===== src/rtl/extram_arb_pkg.sv =====
// Shared types and constants for the external-RAM arbiter: FSM states, grant
// encoding, counter widths and a saturating increment helper.
package extram_arb_pkg;

  typedef enum logic [1:0] {
    IDLE   = 2'd0,
    ACCESS = 2'd1,
    RESP   = 2'd2
  } state_t;

  typedef enum logic {
    GNT_M0 = 1'b0,
    GNT_M1 = 1'b1
  } gnt_t;

  localparam int STAT_W = 16;
  localparam int FAIR_W = 4;

  function automatic logic [STAT_W-1:0] sat_inc(input logic [STAT_W-1:0] v);
    return (&v) ? v : v + 1'b1;
  endfunction

endpackage


===== src/rtl/extram_arbiter_if.sv =====
// Bus bundle for the arbiter: both requester ports plus the shared RAM port.
// slave = arbiter view, master = environment (CPU, DMA and RAM) view.
interface extram_arbiter_if #(
  parameter int ADDR_W = 30,
  parameter int DATA_W = 32
);
  localparam int BE_W = DATA_W / 8;

  logic              m0_req;
  logic [ADDR_W-1:0] m0_addr;
  logic [BE_W-1:0]   m0_byte_we;
  logic [DATA_W-1:0] m0_wdata;
  logic [DATA_W-1:0] m0_rdata;
  logic              m0_pause;

  logic              m1_req;
  logic [ADDR_W-1:0] m1_addr;
  logic [BE_W-1:0]   m1_byte_we;
  logic [DATA_W-1:0] m1_wdata;
  logic [DATA_W-1:0] m1_rdata;
  logic              m1_ack;

  logic [ADDR_W-1:0] ram_address;
  logic [BE_W-1:0]   ram_byte_we;
  logic [DATA_W-1:0] ram_data_write;
  logic [DATA_W-1:0] ram_data_read;
  logic              ram_pause;

  modport slave (
    input  m0_req, m0_addr, m0_byte_we, m0_wdata,
    output m0_rdata, m0_pause,
    input  m1_req, m1_addr, m1_byte_we, m1_wdata,
    output m1_rdata, m1_ack,
    output ram_address, ram_byte_we, ram_data_write,
    input  ram_data_read, ram_pause
  );

  modport master (
    output m0_req, m0_addr, m0_byte_we, m0_wdata,
    input  m0_rdata, m0_pause,
    output m1_req, m1_addr, m1_byte_we, m1_wdata,
    input  m1_rdata, m1_ack,
    input  ram_address, ram_byte_we, ram_data_write,
    output ram_data_read, ram_pause
  );
endinterface


===== src/rtl/extram_arb_pick.sv =====
// Winner selection: CPU preferred, but after CPU_MAX_CONSEC CPU grants taken
// while master 1 waits, master 1 is forced through.
module extram_arb_pick
  import extram_arb_pkg::*;
#(
  parameter int CPU_MAX_CONSEC = 4
) (
  input  logic clk,
  input  logic reset,
  input  logic i_m0_req,
  input  logic i_m1_req,
  input  logic i_grant_en,
  output gnt_t o_winner
);

  localparam logic [FAIR_W-1:0] MAX_C = FAIR_W'(CPU_MAX_CONSEC);

  logic [FAIR_W-1:0] r_cnt;
  logic              w_force_m1;

  assign w_force_m1 = (r_cnt == MAX_C);
  assign o_winner   = (i_m1_req && (!i_m0_req || w_force_m1)) ? GNT_M1 : GNT_M0;

  // Count only CPU grants that actually made master 1 wait.
  always_ff @(posedge clk) begin
    if (reset) begin
      r_cnt <= '0;
    end else if (!i_m1_req) begin
      r_cnt <= '0;
    end else if (i_grant_en) begin
      if (o_winner == GNT_M1) begin
        r_cnt <= '0;
      end else if (r_cnt != '1) begin
        r_cnt <= r_cnt + 1'b1;
      end
    end
  end

endmodule


===== src/rtl/extram_arbiter.sv =====
// Two-master arbiter for the single external-RAM port (CPU = master 0).
// Optional usage counters are built when EXTRAM_ARB_STATS_EN is defined.
module extram_arbiter
  import extram_arb_pkg::*;
#(
  parameter int ADDR_W         = 30,
  parameter int DATA_W         = 32,
  parameter int CPU_MAX_CONSEC = 4
) (
  input logic clk,
  input logic reset,
  extram_arbiter_if.slave bus
`ifdef EXTRAM_ARB_STATS_EN
  ,
  input  logic              stat_clr,
  output logic [STAT_W-1:0] stat_m0_cnt,
  output logic [STAT_W-1:0] stat_m1_cnt,
  output logic [STAT_W-1:0] stat_m1_wait
`endif
);

  localparam int BE_W = DATA_W / 8;

  state_t            r_state;
  gnt_t              r_grant;
  logic [ADDR_W-1:0] r_addr;
  logic [BE_W-1:0]   r_be;
  logic [DATA_W-1:0] r_wdata;
  logic [DATA_W-1:0] r_m0_rdata;
  logic [DATA_W-1:0] r_m1_rdata;
  logic              r_m0_done;
  logic              r_m1_ack;

  logic              w_grant_en;
  gnt_t              w_winner;

  assign w_grant_en = (r_state == IDLE) && (bus.m0_req || bus.m1_req);

  extram_arb_pick #(
    .CPU_MAX_CONSEC(CPU_MAX_CONSEC)
  ) u_pick (
    .clk       (clk),
    .reset     (reset),
    .i_m0_req  (bus.m0_req),
    .i_m1_req  (bus.m1_req),
    .i_grant_en(w_grant_en),
    .o_winner  (w_winner)
  );

  always_ff @(posedge clk) begin
    if (reset) begin
      r_state    <= IDLE;
      r_grant    <= GNT_M0;
      r_addr     <= '0;
      r_be       <= '0;
      r_wdata    <= '0;
      r_m0_rdata <= '0;
      r_m1_rdata <= '0;
      r_m0_done  <= 1'b0;
      r_m1_ack   <= 1'b0;
    end else begin
      r_m0_done <= 1'b0;
      r_m1_ack  <= 1'b0;
      case (r_state)
        IDLE: begin
          r_be <= '0;
          if (w_grant_en) begin
            r_grant <= w_winner;
            if (w_winner == GNT_M1) begin
              r_addr  <= bus.m1_addr;
              r_be    <= bus.m1_byte_we;
              r_wdata <= bus.m1_wdata;
            end else begin
              r_addr  <= bus.m0_addr;
              r_be    <= bus.m0_byte_we;
              r_wdata <= bus.m0_wdata;
            end
            r_state <= ACCESS;
          end
        end
        ACCESS: begin
          if (!bus.ram_pause) begin
            // Read data is captured for writes too; the requester ignores it.
            if (r_grant == GNT_M1) begin
              r_m1_rdata <= bus.ram_data_read;
            end else begin
              r_m0_rdata <= bus.ram_data_read;
            end
            r_be      <= '0;
            r_m0_done <= (r_grant == GNT_M0);
            r_m1_ack  <= (r_grant == GNT_M1);
            r_state   <= RESP;
          end
        end
        RESP: begin
          r_state <= IDLE;
        end
        default: begin
          r_state <= IDLE;
        end
      endcase
    end
  end

  assign bus.ram_address    = r_addr;
  assign bus.ram_byte_we    = r_be;
  assign bus.ram_data_write = r_wdata;
  assign bus.m0_rdata       = r_m0_rdata;
  assign bus.m1_rdata       = r_m1_rdata;
  assign bus.m1_ack         = r_m1_ack;
  assign bus.m0_pause       = bus.m0_req & ~r_m0_done;

`ifdef EXTRAM_ARB_STATS_EN
  logic [STAT_W-1:0] r_st_m0;
  logic [STAT_W-1:0] r_st_m1;
  logic [STAT_W-1:0] r_st_wait;

  // Clear has priority over any increment in the same cycle.
  always_ff @(posedge clk) begin
    if (reset || stat_clr) begin
      r_st_m0   <= '0;
      r_st_m1   <= '0;
      r_st_wait <= '0;
    end else begin
      if (r_m0_done) r_st_m0 <= sat_inc(r_st_m0);
      if (r_m1_ack) r_st_m1 <= sat_inc(r_st_m1);
      if (bus.m1_req && !r_m1_ack) r_st_wait <= sat_inc(r_st_wait);
    end
  end

  assign stat_m0_cnt  = r_st_m0;
  assign stat_m1_cnt  = r_st_m1;
  assign stat_m1_wait = r_st_wait;
`endif

endmodule


===== src/flat_wrapper.sv =====
// flat-port wrapper written by rule: the top's interface ports become plain ports
module extram_arbiter_flat import extram_arb_pkg::*;
#(
  parameter int ADDR_W         = 30,
  parameter int DATA_W         = 32,
  parameter int CPU_MAX_CONSEC = 4
)
  (clk, reset, bus_m0_req, bus_m0_addr, bus_m0_byte_we, bus_m0_wdata, bus_m0_rdata, bus_m0_pause, bus_m1_req, bus_m1_addr, bus_m1_byte_we, bus_m1_wdata, bus_m1_rdata, bus_m1_ack, bus_ram_address, bus_ram_byte_we, bus_ram_data_write, bus_ram_data_read, bus_ram_pause);
  extram_arbiter_if #(.ADDR_W(ADDR_W), .DATA_W(DATA_W)) bus_i ();
  input logic clk;
  input logic reset;
  input wire logic [$bits(bus_i.m0_req)-1:0] bus_m0_req;
  input wire logic [$bits(bus_i.m0_addr)-1:0] bus_m0_addr;
  input wire logic [$bits(bus_i.m0_byte_we)-1:0] bus_m0_byte_we;
  input wire logic [$bits(bus_i.m0_wdata)-1:0] bus_m0_wdata;
  output wire logic [$bits(bus_i.m0_rdata)-1:0] bus_m0_rdata;
  output wire logic [$bits(bus_i.m0_pause)-1:0] bus_m0_pause;
  input wire logic [$bits(bus_i.m1_req)-1:0] bus_m1_req;
  input wire logic [$bits(bus_i.m1_addr)-1:0] bus_m1_addr;
  input wire logic [$bits(bus_i.m1_byte_we)-1:0] bus_m1_byte_we;
  input wire logic [$bits(bus_i.m1_wdata)-1:0] bus_m1_wdata;
  output wire logic [$bits(bus_i.m1_rdata)-1:0] bus_m1_rdata;
  output wire logic [$bits(bus_i.m1_ack)-1:0] bus_m1_ack;
  output wire logic [$bits(bus_i.ram_address)-1:0] bus_ram_address;
  output wire logic [$bits(bus_i.ram_byte_we)-1:0] bus_ram_byte_we;
  output wire logic [$bits(bus_i.ram_data_write)-1:0] bus_ram_data_write;
  input wire logic [$bits(bus_i.ram_data_read)-1:0] bus_ram_data_read;
  input wire logic [$bits(bus_i.ram_pause)-1:0] bus_ram_pause;
  assign bus_i.m0_req = bus_m0_req;
  assign bus_i.m0_addr = bus_m0_addr;
  assign bus_i.m0_byte_we = bus_m0_byte_we;
  assign bus_i.m0_wdata = bus_m0_wdata;
  assign bus_m0_rdata = bus_i.m0_rdata;
  assign bus_m0_pause = bus_i.m0_pause;
  assign bus_i.m1_req = bus_m1_req;
  assign bus_i.m1_addr = bus_m1_addr;
  assign bus_i.m1_byte_we = bus_m1_byte_we;
  assign bus_i.m1_wdata = bus_m1_wdata;
  assign bus_m1_rdata = bus_i.m1_rdata;
  assign bus_m1_ack = bus_i.m1_ack;
  assign bus_ram_address = bus_i.ram_address;
  assign bus_ram_byte_we = bus_i.ram_byte_we;
  assign bus_ram_data_write = bus_i.ram_data_write;
  assign bus_i.ram_data_read = bus_ram_data_read;
  assign bus_i.ram_pause = bus_ram_pause;
  extram_arbiter #(.ADDR_W(ADDR_W), .DATA_W(DATA_W), .CPU_MAX_CONSEC(CPU_MAX_CONSEC)) u_core (.clk(clk), .reset(reset), .bus(bus_i));
endmodule

===== config.mk =====
export PLATFORM = sky130hd
export DESIGN_NAME = extram_arbiter_flat
export DESIGN_NICKNAME = d
export VERILOG_FILES = /design/src/rtl/extram_arb_pkg.sv /design/src/rtl/extram_arbiter_if.sv /design/src/rtl/extram_arb_pick.sv /design/src/rtl/extram_arbiter.sv /design/src/flat_wrapper.sv
export SDC_FILE = /design/constraint.sdc
export NUM_CORES = 1
export LEC_CHECK = 0
export CORE_MARGIN = 2
export CORE_UTILIZATION = 40
export CTS_CLUSTER_DIAMETER = 40
export DETAILED_ROUTE_END_ITERATION = 6
export PLACE_DENSITY = 0.87
export SLEW_MARGIN = 25
export SYNTH_ARGS = -nofsm -noshare
export SYNTH_HDL_FRONTEND = slang
export SYNTH_HIERARCHICAL = 1
export SYNTH_SLANG_ARGS = --single-unit

===== constraint.sdc =====
create_clock -name clk -period 2.35 [get_ports clk]
set_clock_uncertainty 0.05 [all_clocks]
set_input_delay 0.235 -clock clk [delete_from_list [all_inputs] [get_ports clk]]
set_output_delay 0.235 -clock clk [all_outputs]
set_load 0.03 [all_outputs]

==> flow_summary.json <==
{
  "synth_cell_type_count": 42,
  "ys_seq_area_share_pct": 47.7,
  "start_kind": "register",
  "synthMuxAreaShare_pct": 11.7,
  "yosys.area.top_type_share_pct": 47.7,
  "drt-total-wl_microns": 18600,
  "synth-seq-cells": 139,
  "postCtsHoldBufs": 0,
  "core_sq_um": 14400,
  "firstDrtPassIters": 5,
  "cts_buffers": 17,
  "post_cts_resized": 0,
  "path_clk_slew_ns": 0.06,
  "vias": 5774,
  "crit_required_ns": 2.61,
  "clockBufferDepth": 2,
  "top_level_ports": 301,
  "fin_nets": 1080,
  "initial_utilization_pct": 40.6,
  "switching_share_pct": 27.7,
  "synth-xor-area-share_pct": 0,
  "fillCellCount": 1154,
  "drc": 0,
  "fp.dieH_microns": 125,
  "drv_slew": 0,
  "wl_per_cell_microns": 16.8,
  "clock.fmax_ghz": 0.523,
  "syn_area_per_cell_sq_um": 9.24,
  "clk_latency_ns": 0.41,
  "grtUsageTotal_pct": 23.3,
  "grt_pass1_vias": 5587,
  "clock_sinks": 139,
  "path_class": "reg -> reg",
  "worstPathArrival_ns": 2.18,
  "die_width_microns": 125,
  "worst_slew_pin_slew_ns": 0.702,
  "relSlewSlack_pct": 53.2,
  "critPathSlowestCell": "dfxtp_1",
  "synth_top_family_by_area": "compound AO/OA/AOI/OAI gates",
  "internal_power_w": 0.00496,
  "final_area_sq_um": 9570,
  "status": "completed",
  "pwr-share-clk_pct": 39.6,
  "via_per_inst": 5.22,
  "synth_area_leaders": "dfxtp_1 48%, mux2i_1 12%, a21oi_1 9.4%",
  "dieArea_sq_um": 15600,
  "crit_chain": "inv_1 -> ha_1 -> nand4b_2 -> nand2_4 -> buf_4 -> mux2i_1 -> a211oi_1",
  "gp_congestion": 0.827,
  "min_period_ns": 1.91,
  "antenna_found_initial": 0,
  "final-hold-violation-count": 0,
  "synthSimpleGateAreaFrac_pct": 12.7,
  "portBuffers": 300,
  "syn_inst": 631,
  "synth_largest_area_cell": "dfxtp_1",
  "grt_max_degree": 69,
  "finalSetupViolCount": 0,
  "hpwl_microns": 13400,
  "tns_ns": 0,
  "rsz0062_at_grt": "no",
  "drive_above_1_share_pct": 10.7,
  "tritoncts": "built",
  "areaGrowthSynthToFinish_pct": 64.0,
  "overflow": 0,
  "p_leak_nw": 3.37,
  "rows": 44,
  "place_area_sq_um": 8960,
  "max-cap-violations": 0,
  "antenna_left": 0,
  "path_max_fanout": 15,
  "syn_area_sq_um": 5830,
  "min_period_over_period_pct": 81.3,
  "p_sw_w": 0.00190,
  "cpLargestDelayFamily": "simple AND/OR/NAND/NOR gates",
  "ys.warnings.count": 6,
  "cts-htree-levels": 4,
  "p_comb_share_pct": 22.3,
  "max_stage_delay_ns": 0.34,
  "grt_pass1_wl_microns": 29100,
  "vdd_drop_max_mv": 0.441,
  "synth_fp_nets": 802,
  "cp.buffers_inverters": 2,
  "drt_iter0_markers": 336,
  "min_path_type": "in -> reg",
  "num_antenna_cells": 0,
  "synth_fa_ha_area_share_pct": 0.429,
  "cts-root-buf": "clkbuf_16",
  "seq_power_share_pct": 38.1,
  "synth_compound_area_share_pct": 22.2,
  "critPathCaptureType": "register",
  "postCtsSetupBuffers": 0,
  "p_per_area_nw_per_um2": 718
}
-- cells by family (layout without fill, tap and decap cells) --
group,Yosys count,after routing
compound gates,203,203
simple gates,157,157
flops,139,139
mux,68,68
buf+inv,62,353
fa+ha+maj,2,2
-- layout make-up --
cell class	instances	area [sq um]	area share [%]
Timing Repair Buffer	317	3180	33.2
Multi-Input combinational cell	430	2760	28.8
Clock inverter	11	144	1.50
Clock buffer	21	460	4.81
Sequential cell	139	2780	29.1
Inverter	4	15.0	0.157
Tap cell	184	230	2.41
-- state kept, by name, indices dropped and copies added, names as in the netlist --
name	flops
u_core/u_pick/r_cnt	4
u_core/r_grant	1
u_core/r_state	2
u_core/r_m0_done	1
u_core/bus.m0_rdata	32
u_core/bus.ram_address	30
u_core/bus.ram_data_write	32
u_core/bus.m1_ack	1
u_core/bus.m1_rdata	32
u_core/bus.ram_byte_we	4
-- placed cells by master (no fill, tap or decap), drive strengths merged, types with 2 or more instances in the layout --
cell	instances
mux2i	68
nand4	2
dfxtp	139
a21oi	130
clkinv	4
nand2b	2
bufinv	3
a211oi	63
o2bb2ai	4
clkinvlp	4
buf	18
ha	2
inv	4
nand3b	3
a41oi	2
nor2	3
nor3	2
nand2	132
clkdlybuf4s50	299
clkbuf	21
nand3	2
-- Yosys cell counts, drive strengths merged --
| master | count |
|---|---|
| a41oi | 2 |
| buf | 33 |
| dfxtp | 139 |
| inv | 4 |
| nor2b | 1 |
| or4b | 1 |
| and4bb | 1 |
| and2 | 1 |
| a21oi | 130 |
| nand2 | 132 |
| a31oi | 1 |
| nor4b | 1 |
| mux2i | 68 |
| a211oi | 63 |
| nand4bb | 1 |
| o2bb2ai | 4 |
| o31ai | 1 |
| nand2b | 2 |
| nand3 | 2 |
| nand4 | 2 |
| a21bo | 1 |
| or2 | 1 |
| nand4b | 1 |
| o211ai | 1 |
| nor3 | 2 |
| ha | 2 |
| or2b | 1 |
| nor4 | 1 |
| nor2 | 3 |
| clkbuf | 25 |
| and2b | 1 |
| nand3b | 3 |
-- power by group through the flow --
stage | clock network (W) | registers [W] | logic (W)
finish | 0.00272 | 0.00262 | 0.00153
global route | 0.00286 | 0.00264 | 0.00161
CTS | 0.00276 | 0.00262 | 0.00154
detailed placement | 0 | 0.00267 | 0.00154
global placement | 0 | 0.00266 | 0.00152
floorplan | 0 | 0.00297 | 0.000480
-- routing by layer --
layer | track usage (%) | wire [microns] | vias up
met3 | 6.49 | 1410 | 48
met5 | 0 | 0 | -
li1 | - | - | 2795
met2 | 40.1 | 9030 | 268
met1 | 26.2 | 7340 | 2663
met4 | 12.0 | 772 | 0
-- metrics by stage --
step	hold WS, ns	std cells	power (W)	util (%)	worst slack (ns)
after floorplan	0.262	631	0.00345	-	0.605
after global placement	0.391	1074	0.00418	62.4	0.278
after detailed placement	0.396	1074	0.00420	62.4	0.170
after CTS	0.177	1106	0.00692	66.6	0.455
after global routing	0.238	1106	0.00712	66.6	0.300
final	0.193	1106	0.00687	66.6	0.439
-- final timing paths --
kind | from | endpoint | slack (ns) | depth (start not counted)
worst max-delay path | u_core/u_pick/r_cnt[0]$_SDFFE_PP0P_ | u_core/bus.ram_data_write[13]$_SDFFE_PP0P_ | 0.44 | 7
worst min-delay path | reset | u_core/r_grant$_SDFFE_PP0P_ | 0.19 | 2
worst max register to register | u_core/u_pick/r_cnt[0]$_SDFFE_PP0P_ | u_core/bus.ram_data_write[13]$_SDFFE_PP0P_ | 0.44 | 7
worst min register to register | u_core/bus.m1_rdata[13]$_SDFFE_PP0P_ | u_core/bus.m1_rdata[13]$_SDFFE_PP0P_ | 0.40 | 2
Power figures use the tool's default switching activity.
